### src/rtl/surf4_hk_sequencer.sv
// surf4_hk_sequencer: once per PPS, reads NUM_CH XADC status registers over a WISHBONE
// master port and writes one tagged record (data words, then header last) into the
// housekeeping buffer write port.
// Ports: clk_i/rst_i (async active-high), pps_i (async), wbm_* WISHBONE read master,
//        buf_we_o/buf_adr_o/buf_dat_o buffer write port, busy_o, done_o, missed_o (sticky).
// Optional: define HK_SEQ_TIMESTAMP_EN to add a PPS seconds counter word at NUM_CH+1.
module surf4_hk_sequencer #(
    parameter int NUM_CH  = 6,
    parameter int TIMEOUT = 255,
    parameter int BUF_AW  = 5
) (
    input  logic              clk_i,
    input  logic              rst_i,
    input  logic              pps_i,
    output logic              wbm_cyc_o,
    output logic              wbm_stb_o,
    output logic              wbm_we_o,
    output logic [15:0]       wbm_adr_o,
    output logic [31:0]       wbm_dat_o,
    output logic [3:0]        wbm_sel_o,
    input  logic [31:0]       wbm_dat_i,
    input  logic              wbm_ack_i,
    output logic              buf_we_o,
    output logic [BUF_AW-1:0] buf_adr_o,
    output logic [31:0]       buf_dat_o,
    output logic              busy_o,
    output logic              done_o,
    output logic              missed_o
);
    localparam int TW = (TIMEOUT < 2) ? 1 : $clog2(TIMEOUT + 1);

    typedef enum logic [2:0] {
        S_IDLE   = 3'd0,
        S_REQ    = 3'd1,
        S_STORE  = 3'd2,
        S_HDR    = 3'd3,
        S_DONE   = 3'd4
`ifdef HK_SEQ_TIMESTAMP_EN
        , S_TSTAMP = 3'd5
`endif
    } state_t;

    state_t        r_state, w_next;
    logic [2:0]    r_pps_sync;
    logic [2:0]    r_ch;
    logic [TW-1:0] r_timer;
    logic [15:0]   r_data;
    logic          r_flag;
    logic [15:0]   r_seq;
    logic          r_missed;
    logic          w_pps_edge;
    logic          w_timeout;
    logic          w_last_ch;
    logic [31:0]   w_adr_full;
    logic          w_unused_dat_hi;
`ifdef HK_SEQ_TIMESTAMP_EN
    logic [31:0]   r_ts;
`endif

    // Only the low half of the XADC read data carries status.
    assign w_unused_dat_hi = &wbm_dat_i[31:16];

    // XADC register map order for channel index 0..7.
    function automatic logic [7:0] xadc_reg(input logic [2:0] idx);
        case (idx)
            3'd0:    xadc_reg = 8'h00;
            3'd1:    xadc_reg = 8'h01;
            3'd2:    xadc_reg = 8'h02;
            3'd3:    xadc_reg = 8'h03;
            3'd4:    xadc_reg = 8'h06;
            3'd5:    xadc_reg = 8'h1A;
            3'd6:    xadc_reg = 8'h04;
            default: xadc_reg = 8'h05;
        endcase
    endfunction

    assign w_pps_edge = r_pps_sync[1] & ~r_pps_sync[2];
    assign w_timeout  = (r_timer == TW'(TIMEOUT));
    assign w_last_ch  = ({29'b0, r_ch} >= 32'(NUM_CH - 1));

    always_ff @(posedge clk_i or posedge rst_i) begin
        if (rst_i) begin
            r_state    <= S_IDLE;
            r_pps_sync <= 3'b0;
            r_ch       <= 3'b0;
            r_timer    <= '0;
            r_data     <= 16'h0;
            r_flag     <= 1'b0;
            r_seq      <= 16'h0;
            r_missed   <= 1'b0;
`ifdef HK_SEQ_TIMESTAMP_EN
            r_ts       <= 32'h0;
`endif
        end else begin
            r_state    <= w_next;
            r_pps_sync <= {r_pps_sync[1:0], pps_i};
            // Any edge not accepted from IDLE (including the DONE cycle) is a miss.
            if (w_pps_edge && (r_state != S_IDLE))
                r_missed <= 1'b1;
`ifdef HK_SEQ_TIMESTAMP_EN
            if (w_pps_edge)
                r_ts <= r_ts + 32'd1;
`endif
            case (r_state)
                S_IDLE: begin
                    r_ch    <= 3'b0;
                    r_timer <= '0;
                end
                S_REQ: begin
                    // Ack takes priority over a timeout expiring on the same cycle.
                    if (wbm_ack_i) begin
                        r_data <= wbm_dat_i[15:0];
                        r_flag <= 1'b0;
                    end else if (w_timeout) begin
                        r_data <= 16'hDEAD;
                        r_flag <= 1'b1;
                    end else begin
                        r_timer <= r_timer + 1'b1;
                    end
                end
                S_STORE: begin
                    r_timer <= '0;
                    if (!w_last_ch)
                        r_ch <= r_ch + 3'd1;
                end
                S_HDR:   r_seq <= r_seq + 16'd1;
                default: ;
            endcase
        end
    end

    always_comb begin
        w_next     = r_state;
        wbm_cyc_o  = 1'b0;
        wbm_stb_o  = 1'b0;
        wbm_adr_o  = 16'h0;
        buf_we_o   = 1'b0;
        w_adr_full = 32'h0;
        buf_dat_o  = 32'h0;
        case (r_state)
            S_IDLE: if (w_pps_edge) w_next = S_REQ;
            S_REQ: begin
                wbm_cyc_o = 1'b1;
                wbm_stb_o = 1'b1;
                wbm_adr_o = 16'h0200 + {6'b0, xadc_reg(r_ch), 2'b00};
                if (wbm_ack_i || w_timeout)
                    w_next = S_STORE;
            end
            S_STORE: begin
                buf_we_o   = 1'b1;
                w_adr_full = {29'b0, r_ch} + 32'd1;
                buf_dat_o  = {r_flag, 7'b0, 5'b0, r_ch, r_data};
`ifdef HK_SEQ_TIMESTAMP_EN
                w_next = w_last_ch ? S_TSTAMP : S_REQ;
`else
                w_next = w_last_ch ? S_HDR : S_REQ;
`endif
            end
`ifdef HK_SEQ_TIMESTAMP_EN
            S_TSTAMP: begin
                buf_we_o   = 1'b1;
                w_adr_full = 32'(NUM_CH + 1);
                buf_dat_o  = r_ts;
                w_next     = S_HDR;
            end
`endif
            // Header goes last so a new seq implies all data words are already valid.
            S_HDR: begin
                buf_we_o   = 1'b1;
                w_adr_full = 32'h0;
                buf_dat_o  = {r_seq, 8'h00, 8'(NUM_CH)};
                w_next     = S_DONE;
            end
            S_DONE:  w_next = S_IDLE;
            default: w_next = S_IDLE;
        endcase
    end

    assign buf_adr_o = w_adr_full[BUF_AW-1:0];
    assign wbm_we_o  = 1'b0;
    assign wbm_dat_o = 32'h0;
    assign wbm_sel_o = 4'hF;
    assign busy_o    = (r_state != S_IDLE);
    assign done_o    = (r_state == S_DONE);
    assign missed_o  = r_missed;

endmodule

### config.mk
export PLATFORM = sky130hd
export DESIGN_NAME = surf4_hk_sequencer
export DESIGN_NICKNAME = d
export VERILOG_FILES = /design/src/rtl/surf4_hk_sequencer.sv
export SDC_FILE = /design/constraint.sdc
export NUM_CORES = 1
export LEC_CHECK = 0
export CAP_MARGIN = 20
export CORE_ASPECT_RATIO = 1.2
export CORE_MARGIN = 2
export CORE_UTILIZATION = 45
export CTS_CLUSTER_SIZE = 25
export DETAILED_ROUTE_END_ITERATION = 8
export MAX_ROUTING_LAYER = met4
export PLACE_DENSITY = 0.88
export SLEW_MARGIN = 20
export SYNTH_ARGS = -nofsm -noshare
export SYNTH_HDL_FRONTEND = slang
export SYNTH_SLANG_ARGS = --single-unit
### constraint.sdc
create_clock -name clk_i -period 3.9 [get_ports clk_i]
set_clock_uncertainty 0.2 [all_clocks]
set_input_delay 0.39 -clock clk_i [delete_from_list [all_inputs] [get_ports clk_i]]
set_output_delay 0.39 -clock clk_i [all_outputs]
set_load 0.03 [all_outputs]
## Word-level counts from Yosys, hierarchy flattened

Index checks and enable logic that the tools add are counted.
W data, S select, Z words.

- Bitwise operators: 2
- Reduce and logical (&&, ||, !) cells: 14
- Order comparisons: 1
- Eq/ne operators: 16
- Multiplexer cells: 20
- Add/subtract/negate cells: 5

Operators with widths:

| operator | count |
|---|---|
| $pmux W32 S2 | 1 |
| $pmux W5 S7 | 1 |
| $mux W16 | 2 |
| $mux W8 | 3 |
| $add A16 B1 Y16 const B | 1 |
| $pmux W8 S2 | 1 |
| $eq A3 B2 Y1 const B | 4 |
| $eq A3 B3 Y1 const B | 4 |
| $pmux W3 S4 | 1 |
| $add A10 B10 Y11 const A | 1 |
| $mux W11 | 1 |
| $ne A2 B2 Y1 const B | 5 |
| $mux W3 | 3 |
| $add A8 B1 Y8 const B | 1 |
| $eq A8 B8 Y1 const B | 1 |
| $eq A3 B1 Y1 const B | 2 |
| $logic_not A3 Y1 | 2 |
| $pmux W3 S2 | 1 |
| $reduce_and A2 Y1 | 3 |
| $reduce_bool A2 Y1 | 3 |
| $add A3 B1 Y4 const B | 1 |
| $mux W1 | 4 |
| $mux W4 | 1 |
| $reduce_or A2 Y1 | 2 |
| other kinds (9) | 9 |

- Output and inout bits: 96
- Logic and storage cells: 66
- Input bits: 36
- Flip-flop bits (word level): 51

## Depth between registers and ports, before layout

- Word-level depth: 5
- Gate-level depth with buffers: 6
- Gate-level depth less buffers: 6

## Worst setup path after synthesis

OpenSTA, ideal clock, no wires.

- Path type: register -> output
- Start: reg r_ch[0]
- End: out wbm_adr_o[2]
- Setup slack: 1.711 ns
- Buffers on the path: 0
- Stages on the path, launching flop included: 6
- Required time: 3.310 ns
- Data arrival time: 1.599 ns
- Path through: dfrtp_1 inv_1 ha_1 nor3_1 o21ai_0 a21oi_1

- Cells in the longest elaborated chain, start to end: 5
- Elaborated cells on any way between the ends: 11
- Those cells by class: add/sub (1); eq/ne (6); mux (3); reduce/logical (1)

RTL lines:

| element | RTL line | text |
|---|---|---|
| start: declaration | 45 | `logic [2:0] r_ch;` |
| start signal: assignment | 124 | `r_ch <= r_ch + 3'd1;` |
| $eq A3 B3 Y1, or another cell as far along | 65 | `case (idx)` |
| $pmux W5 S7 * | 65 |  |
| $mux W8 * | 140 | `case (r_state)` |
| $add A10 B10 Y11 * | 145 | `wbm_adr_o = 16'h0200 + {6'b0, xadc_reg(r_ch), 2'b00};` |
| $mux W11 * | 140 |  |
| end: declaration | 18 | `output logic [15:0] wbm_adr_o,` |

Mark *: on every way between the ends. The rest lies on a longest branch, timed or not. The select of a mux whose other input is x is not followed.

## Worst setup path after layout

- Start: reg r_state[1]
- End: out buf_dat_o[31]

- Cells in the longest elaborated chain, start to end: 2
- Elaborated cells on any way between the ends: 3
- Those cells by class: eq/ne (2); mux (1)

RTL lines:

| element | RTL line | text |
|---|---|---|
| start: declaration | 43 | `state_t r_state, w_next;` |
| start signal: assignment | 95 | `r_state <= w_next;` |
| $eq A3 B2 Y1 | 140 |  |
| $pmux W32 S2 * | 140 |  |
| end: declaration | 25 | `output logic [31:0] buf_dat_o,` |

Mark *: on every way between the ends. The rest lies on a longest branch, timed or not.

==> flow_summary.html <==
<table>
<tr><th>Metric</th><th>Value</th></tr>
<tr><th colspan="2">Logic synthesis</th></tr>
<tr><td>Yosys warnings</td><td>0</td></tr>
<tr><td>Top cells by area in the synthesized netlist</td><td>sky130_fd_sc_hd__dfrtp_1, sky130_fd_sc_hd__buf_4, sky130_fd_sc_hd__and3_1</td></tr>
<tr><td>Share of synthesized area occupied by flip-flops and latches</td><td>between 40% and 50%</td></tr>
<tr><td>Post-synth EDFFs</td><td>0</td></tr>
<tr><td>Cell variety after synth</td><td>between 40 and 50</td></tr>
<tr><td>#FFs+latches synth</td><td>51</td></tr>
<tr><td>Area fraction of the dominant cell type after synthesis</td><td>a little over two fifths</td></tr>
<tr><td>Post-synthesis instance area</td><td>around 0.0030 mm²</td></tr>
<tr><td>Ys flop type</td><td>sky130_fd_sc_hd__dfrtp_1</td></tr>
<tr><td>Cell type with the largest total area after synthesis</td><td>sky130_fd_sc_hd__dfrtp_1</td></tr>
<tr><td>Proportion of synthesized flip-flops having asynchronous set or reset</td><td>100.0%</td></tr>
<tr><td>Cells after synthesis</td><td>approximately 300</td></tr>
<tr><td>Mean area per synthesized cell</td><td>between 9 and 10 µm²</td></tr>
<tr><th colspan="2">Critical path</th></tr>
<tr><td>Critical path peak fanout</td><td>25</td></tr>
<tr><td>Signal arrival time at the worst endpoint</td><td>around 2.7 ns</td></tr>
<tr><td>Startpoint of the lowest-slack register-to-register path</td><td>r_state[1]$_DFFE_PP0P_</td></tr>
<tr><td>Startpoint of the worst setup timing path</td><td>r_state[1]$_DFFE_PP0P_</td></tr>
<tr><td>Nature of the critical path startpoint</td><td>flip-flop</td></tr>
<tr><td>Setup Crit Path Kind</td><td>flip-flop to primary output</td></tr>
<tr><td>CP required</td><td>roughly 3.3 ns</td></tr>
<tr><td>Setup crit end kind</td><td>primary output</td></tr>
<tr><th colspan="2">Global route</th></tr>
<tr><td>Via count of the first global-routing pass</td><td>around 2200</td></tr>
<tr><td>Number of antenna violations at the first check in global routing</td><td>0</td></tr>
<tr><td>Wire length of the first global-routing pass</td><td>10.58 mm</td></tr>
<tr><td>Residual overflow from global routing</td><td>0</td></tr>
<tr><td>Maximum number of pins on one net before global-route repair</td><td>52</td></tr>
<tr><td>Tot GR Track Use</td><td>between 10% and 20%</td></tr>
<tr><th colspan="2">CTS</th></tr>
<tr><td>Library cell used as clock root buffer</td><td>sky130_fd_sc_hd__clkbuf_8</td></tr>
<tr><td>Number of H-tree levels</td><td>2</td></tr>
<tr><td>Postcts setup bufs</td><td>0</td></tr>
<tr><td>Clock input transition at the sequential cells of the worst setup and hold paths</td><td>approximately 0.10 ns</td></tr>
<tr><td>Insertion delay of the later-clocked pin in the worst-skew pair</td><td>around 0.30 ns</td></tr>
<tr><td>TritonCTS clock tree</td><td>done</td></tr>
<tr><td>TritonCTS sink count</td><td>51</td></tr>
<tr><td>Number of buffers inserted during clock tree synthesis</td><td>5</td></tr>
<tr><td>Resize count post-CTS</td><td>0</td></tr>
<tr><td>Hold-fix buffers at CTS</td><td>0</td></tr>
<tr><td>Clock Path Buffers</td><td>2</td></tr>
<tr><th colspan="2">Worst hold path</th></tr>
<tr><td>Launch instance of the worst min-delay path</td><td>r_pps_sync[0]$_DFF_PP0_</td></tr>
<tr><td>Worst min-delay path category</td><td>flip-flop to flip-flop</td></tr>
<tr><th colspan="2">Layout</th></tr>
<tr><td>Area occupied by registers</td><td>between 0.001 and 0.0015 mm²</td></tr>
<tr><td>Finished Layout Cells</td><td>446</td></tr>
<tr><td>Footprint of the multi-input gates</td><td>around 0.0014 mm²</td></tr>
<tr><td>Count of antenna diodes in the layout</td><td>0</td></tr>
<tr><td>Share of post-route cells with drive strength above 1</td><td>around 5.8%</td></tr>
<tr><td>Final standard cell utilization of the core</td><td>between 50% and 60%</td></tr>
<tr><td>Synth-to-layout area growth</td><td>22.96%</td></tr>
<tr><td>Final std cell area, no fill</td><td>approximately 0.0036 mm²</td></tr>
<tr><td>Net count reported at finish</td><td>approximately 400</td></tr>
<tr><td>Count of filler cells inserted in the layout</td><td>approximately 550</td></tr>
<tr><th colspan="2">Drt</th></tr>
<tr><td>Iter 0 DRT Violations</td><td>99</td></tr>
<tr><td>Number of vias per cell</td><td>5.081</td></tr>
<tr><td>Number of search-and-repair iterations in the first detailed-routing pass</td><td>4</td></tr>
<tr><td>Drc violations</td><td>0</td></tr>
<tr><td>Number of antenna-violating nets in the routed design</td><td>0</td></tr>
<tr><td>Detailed Route WL</td><td>6.549 mm</td></tr>
<tr><td>Via count</td><td>2266</td></tr>
<tr><td>Average detailed-routed wire length per instance</td><td>14.68 µm</td></tr>
<tr><th colspan="2">STA</th></tr>
<tr><td>Final worst-path cycle share</td><td>83.96%</td></tr>
<tr><td>Fin crit period</td><td>approximately 3.3 ns</td></tr>
<tr><td>Max Transition Viols Final</td><td>0</td></tr>
<tr><td>PnR worst setup slack</td><td>0.6256 ns</td></tr>
<tr><td>Worst slew margin relative to its limit</td><td>42.24%</td></tr>
<tr><td>Transition time at the pin with the least slew margin</td><td>0.8654 ns</td></tr>
<tr><td>Number of setup violations in the final report</td><td>0</td></tr>
<tr><td>Post-route setup TNS</td><td>0 ns</td></tr>
<tr><td>Final hold violation count</td><td>0</td></tr>
<tr><td>Unrepaired setup endpoints after global routing</td><td>false</td></tr>
<tr><td>Max Fclk</td><td>approximately 0.3 GHz</td></tr>
<tr><th colspan="2">Pwr</th></tr>
<tr><td>VDD IR max</td><td>about 0.34 mV</td></tr>
<tr><td>Leakage component of the power</td><td>roughly 1.7 nW</td></tr>
<tr><td>Total power density per cell area</td><td>roughly 600 mW/mm²</td></tr>
<tr><th colspan="2">Die</th></tr>
<tr><td>Width of the chip</td><td>about 78 µm</td></tr>
<tr><td>Total core area</td><td>0.006406 mm²</td></tr>
<tr><td>Number of core rows</td><td>32</td></tr>
<tr><td>Die Outline Area</td><td>between 0.007 and 0.008 mm²</td></tr>
<tr><td>Die Span Y</td><td>92.83 µm</td></tr>
<tr><td>Initial Util</td><td>46.19%</td></tr>
<tr><td>I/O Pins</td><td>132</td></tr>
<tr><th colspan="2">Placed design</th></tr>
<tr><td>DP Wirelength</td><td>between 4 and 5 mm</td></tr>
<tr><td>Number of I/O port buffers</td><td>67</td></tr>
<tr><td>Worst slack at placement</td><td>0.9944 ns</td></tr>
<tr><td>Placement Cell Area</td><td>about 0.0035 mm²</td></tr>
<tr><td>Final Wtd Congestion</td><td>approximately 0.8</td></tr>
<tr><td>Cell total after placement</td><td>438</td></tr>
<tr><th colspan="2">Run status</th></tr>
<tr><td>Run status</td><td>complete, no violations</td></tr>
<tr><th colspan="2">Run</th></tr>
<tr><td>Number of max-capacitance violations reported</td><td>0</td></tr>
</table>
[report_power, final]
| group | total [W] | switching (W) | internal [W] |
|---|---|---|---|
| Sequential | 0.000787 | 0.000133 | 0.000655 |
| Clock | 0.000430 | 0.000174 | 0.000256 |
| Combinational | 0.000930 | 0.000561 | 0.000369 |
[area by class of cell]
cell class | count | share of cell area (%)
Clock buffer | 5 | 1.891
Clock inverter | 3 | 1.857
Inverter | 10 | 1.204
Multi-Input combinational cell | 223 | 38.20
Sequential cell | 51 | 35.08
Tap cell | 85 | 2.923
Timing Repair Buffer | 69 | 18.84
[cells in the mapped netlist (3+ instances only)]
cell type                  number
sky130_fd_sc_hd__nand2_1       16
sky130_fd_sc_hd__o22a_1        11
sky130_fd_sc_hd__clkbuf_1       8
sky130_fd_sc_hd__inv_1          9
sky130_fd_sc_hd__and3_1        17
sky130_fd_sc_hd__o21a_1         3
sky130_fd_sc_hd__and2_1        15
sky130_fd_sc_hd__xnor2_1       10
sky130_fd_sc_hd__a21oi_1        7
sky130_fd_sc_hd__dfrtp_1       51
sky130_fd_sc_hd__buf_4         51
sky130_fd_sc_hd__o31ai_1        4
sky130_fd_sc_hd__nand2b_1       4
sky130_fd_sc_hd__a22o_1         8
sky130_fd_sc_hd__or4_1          3
sky130_fd_sc_hd__nor2_1        14
sky130_fd_sc_hd__ha_1           6
sky130_fd_sc_hd__nand4_1        3
sky130_fd_sc_hd__xor2_1         7
sky130_fd_sc_hd__o21ai_0        5
sky130_fd_sc_hd__nor3_1         8
sky130_fd_sc_hd__nand3_1        8
[metrics by stage]
step | power [W] | hold slack, ns
global route | 0.002268 | 0.1634
CTS | 0.002158 | 0.1611
detailed placement | 0.001722 | 0.1387
finish | 0.002148 | 0.1589
floorplan | 0.001451 | 0.1312
global placement | 0.001675 | 0.1362
[cell families after synthesis]
group	count (synthesis)	share of synthesized area [%]
compound gates	49	12.81
xor+xnor	17	5.032
fa+ha+maj	6	2.537
buf+inv	71	15.73
flops	51	43.13
mux	4	1.438
other cells	2	0.2538
simple gates	99	19.07
[critical path, stage by stage, from the launching register on]
cell and delay, ns:
sky130_fd_sc_hd__dfrtp_1 0.77, sky130_fd_sc_hd__and3b_1 0.67, sky130_fd_sc_hd__a22o_1 0.23, sky130_fd_sc_hd__clkdlybuf4s50_1 0.70
[per-layer routing]
layer | up-vias | part of all wire [%] | track usage, %
met1 | 1093 | 39 | 21.96
met5 | - | 0 | -
met3 | 15 | 7.0 | 4.873
li1 | 1048 | - | -
met2 | 110 | 52 | 31.97
met4 | 0 | 2.0 | 5.702
[cell usage in the layout, fill, tap and decap left out, types with 2 or more instances in the layout]
| cell | count |
|---|---|
| sky130_fd_sc_hd__clkdlybuf4s50_1 | 67 |
| sky130_fd_sc_hd__dfrtp_1 | 51 |
| sky130_fd_sc_hd__conb_1 | 48 |
| sky130_fd_sc_hd__and3_1 | 17 |
| sky130_fd_sc_hd__nand2_1 | 16 |
| sky130_fd_sc_hd__and2_1 | 15 |
| sky130_fd_sc_hd__nor2_1 | 14 |
| sky130_fd_sc_hd__o22a_1 | 11 |
| sky130_fd_sc_hd__xnor2_1 | 10 |
| sky130_fd_sc_hd__inv_1 | 8 |
| sky130_fd_sc_hd__a22o_1 | 8 |
| sky130_fd_sc_hd__nand3_1 | 8 |
| sky130_fd_sc_hd__nor3_1 | 8 |
| sky130_fd_sc_hd__xor2_1 | 7 |
| sky130_fd_sc_hd__a21oi_1 | 7 |
| sky130_fd_sc_hd__ha_1 | 6 |
| sky130_fd_sc_hd__o21ai_0 | 5 |
| sky130_fd_sc_hd__clkbuf_8 | 5 |
| sky130_fd_sc_hd__nand2b_1 | 4 |
| sky130_fd_sc_hd__o31ai_1 | 4 |
| sky130_fd_sc_hd__nand4_1 | 3 |
| sky130_fd_sc_hd__o21a_1 | 3 |
| sky130_fd_sc_hd__or4_1 | 3 |
| sky130_fd_sc_hd__mux2_2 | 2 |
| sky130_fd_sc_hd__a211oi_1 | 2 |
| sky130_fd_sc_hd__mux2i_1 | 2 |
| sky130_fd_sc_hd__or3_1 | 2 |
| sky130_fd_sc_hd__a21o_1 | 2 |
| sky130_fd_sc_hd__bufinv_16 | 2 |
| sky130_fd_sc_hd__buf_4 | 2 |
[flip-flops by register name, summed over array words and instances (netlist names)]
signal and flops:
r_seq 16, r_pps_sync 3, r_data 16, r_state 3, r_timer 8, r_flag 1, r_ch 3, missed_o 1
[final timing paths]
path / endpoint / slack [ns] / depth (start not counted)
max: buf_dat_o[31] / 0.63 / 3
min: r_pps_sync[1]$_DFF_PP0_ / 0.16 / 0
max reg2reg: r_seq[14]$_DFFE_PP0P_ / 1.20 / 5
min reg2reg: r_pps_sync[1]$_DFF_PP0_ / 0.16 / 0
max in group asynchronous: r_timer[5]$_DFFE_PP0P_ / 2.64 / 2
min in group asynchronous: r_state[2]$_DFFE_PP0P_ / 0.35 / 2
(Power assumes the default switching activity.)
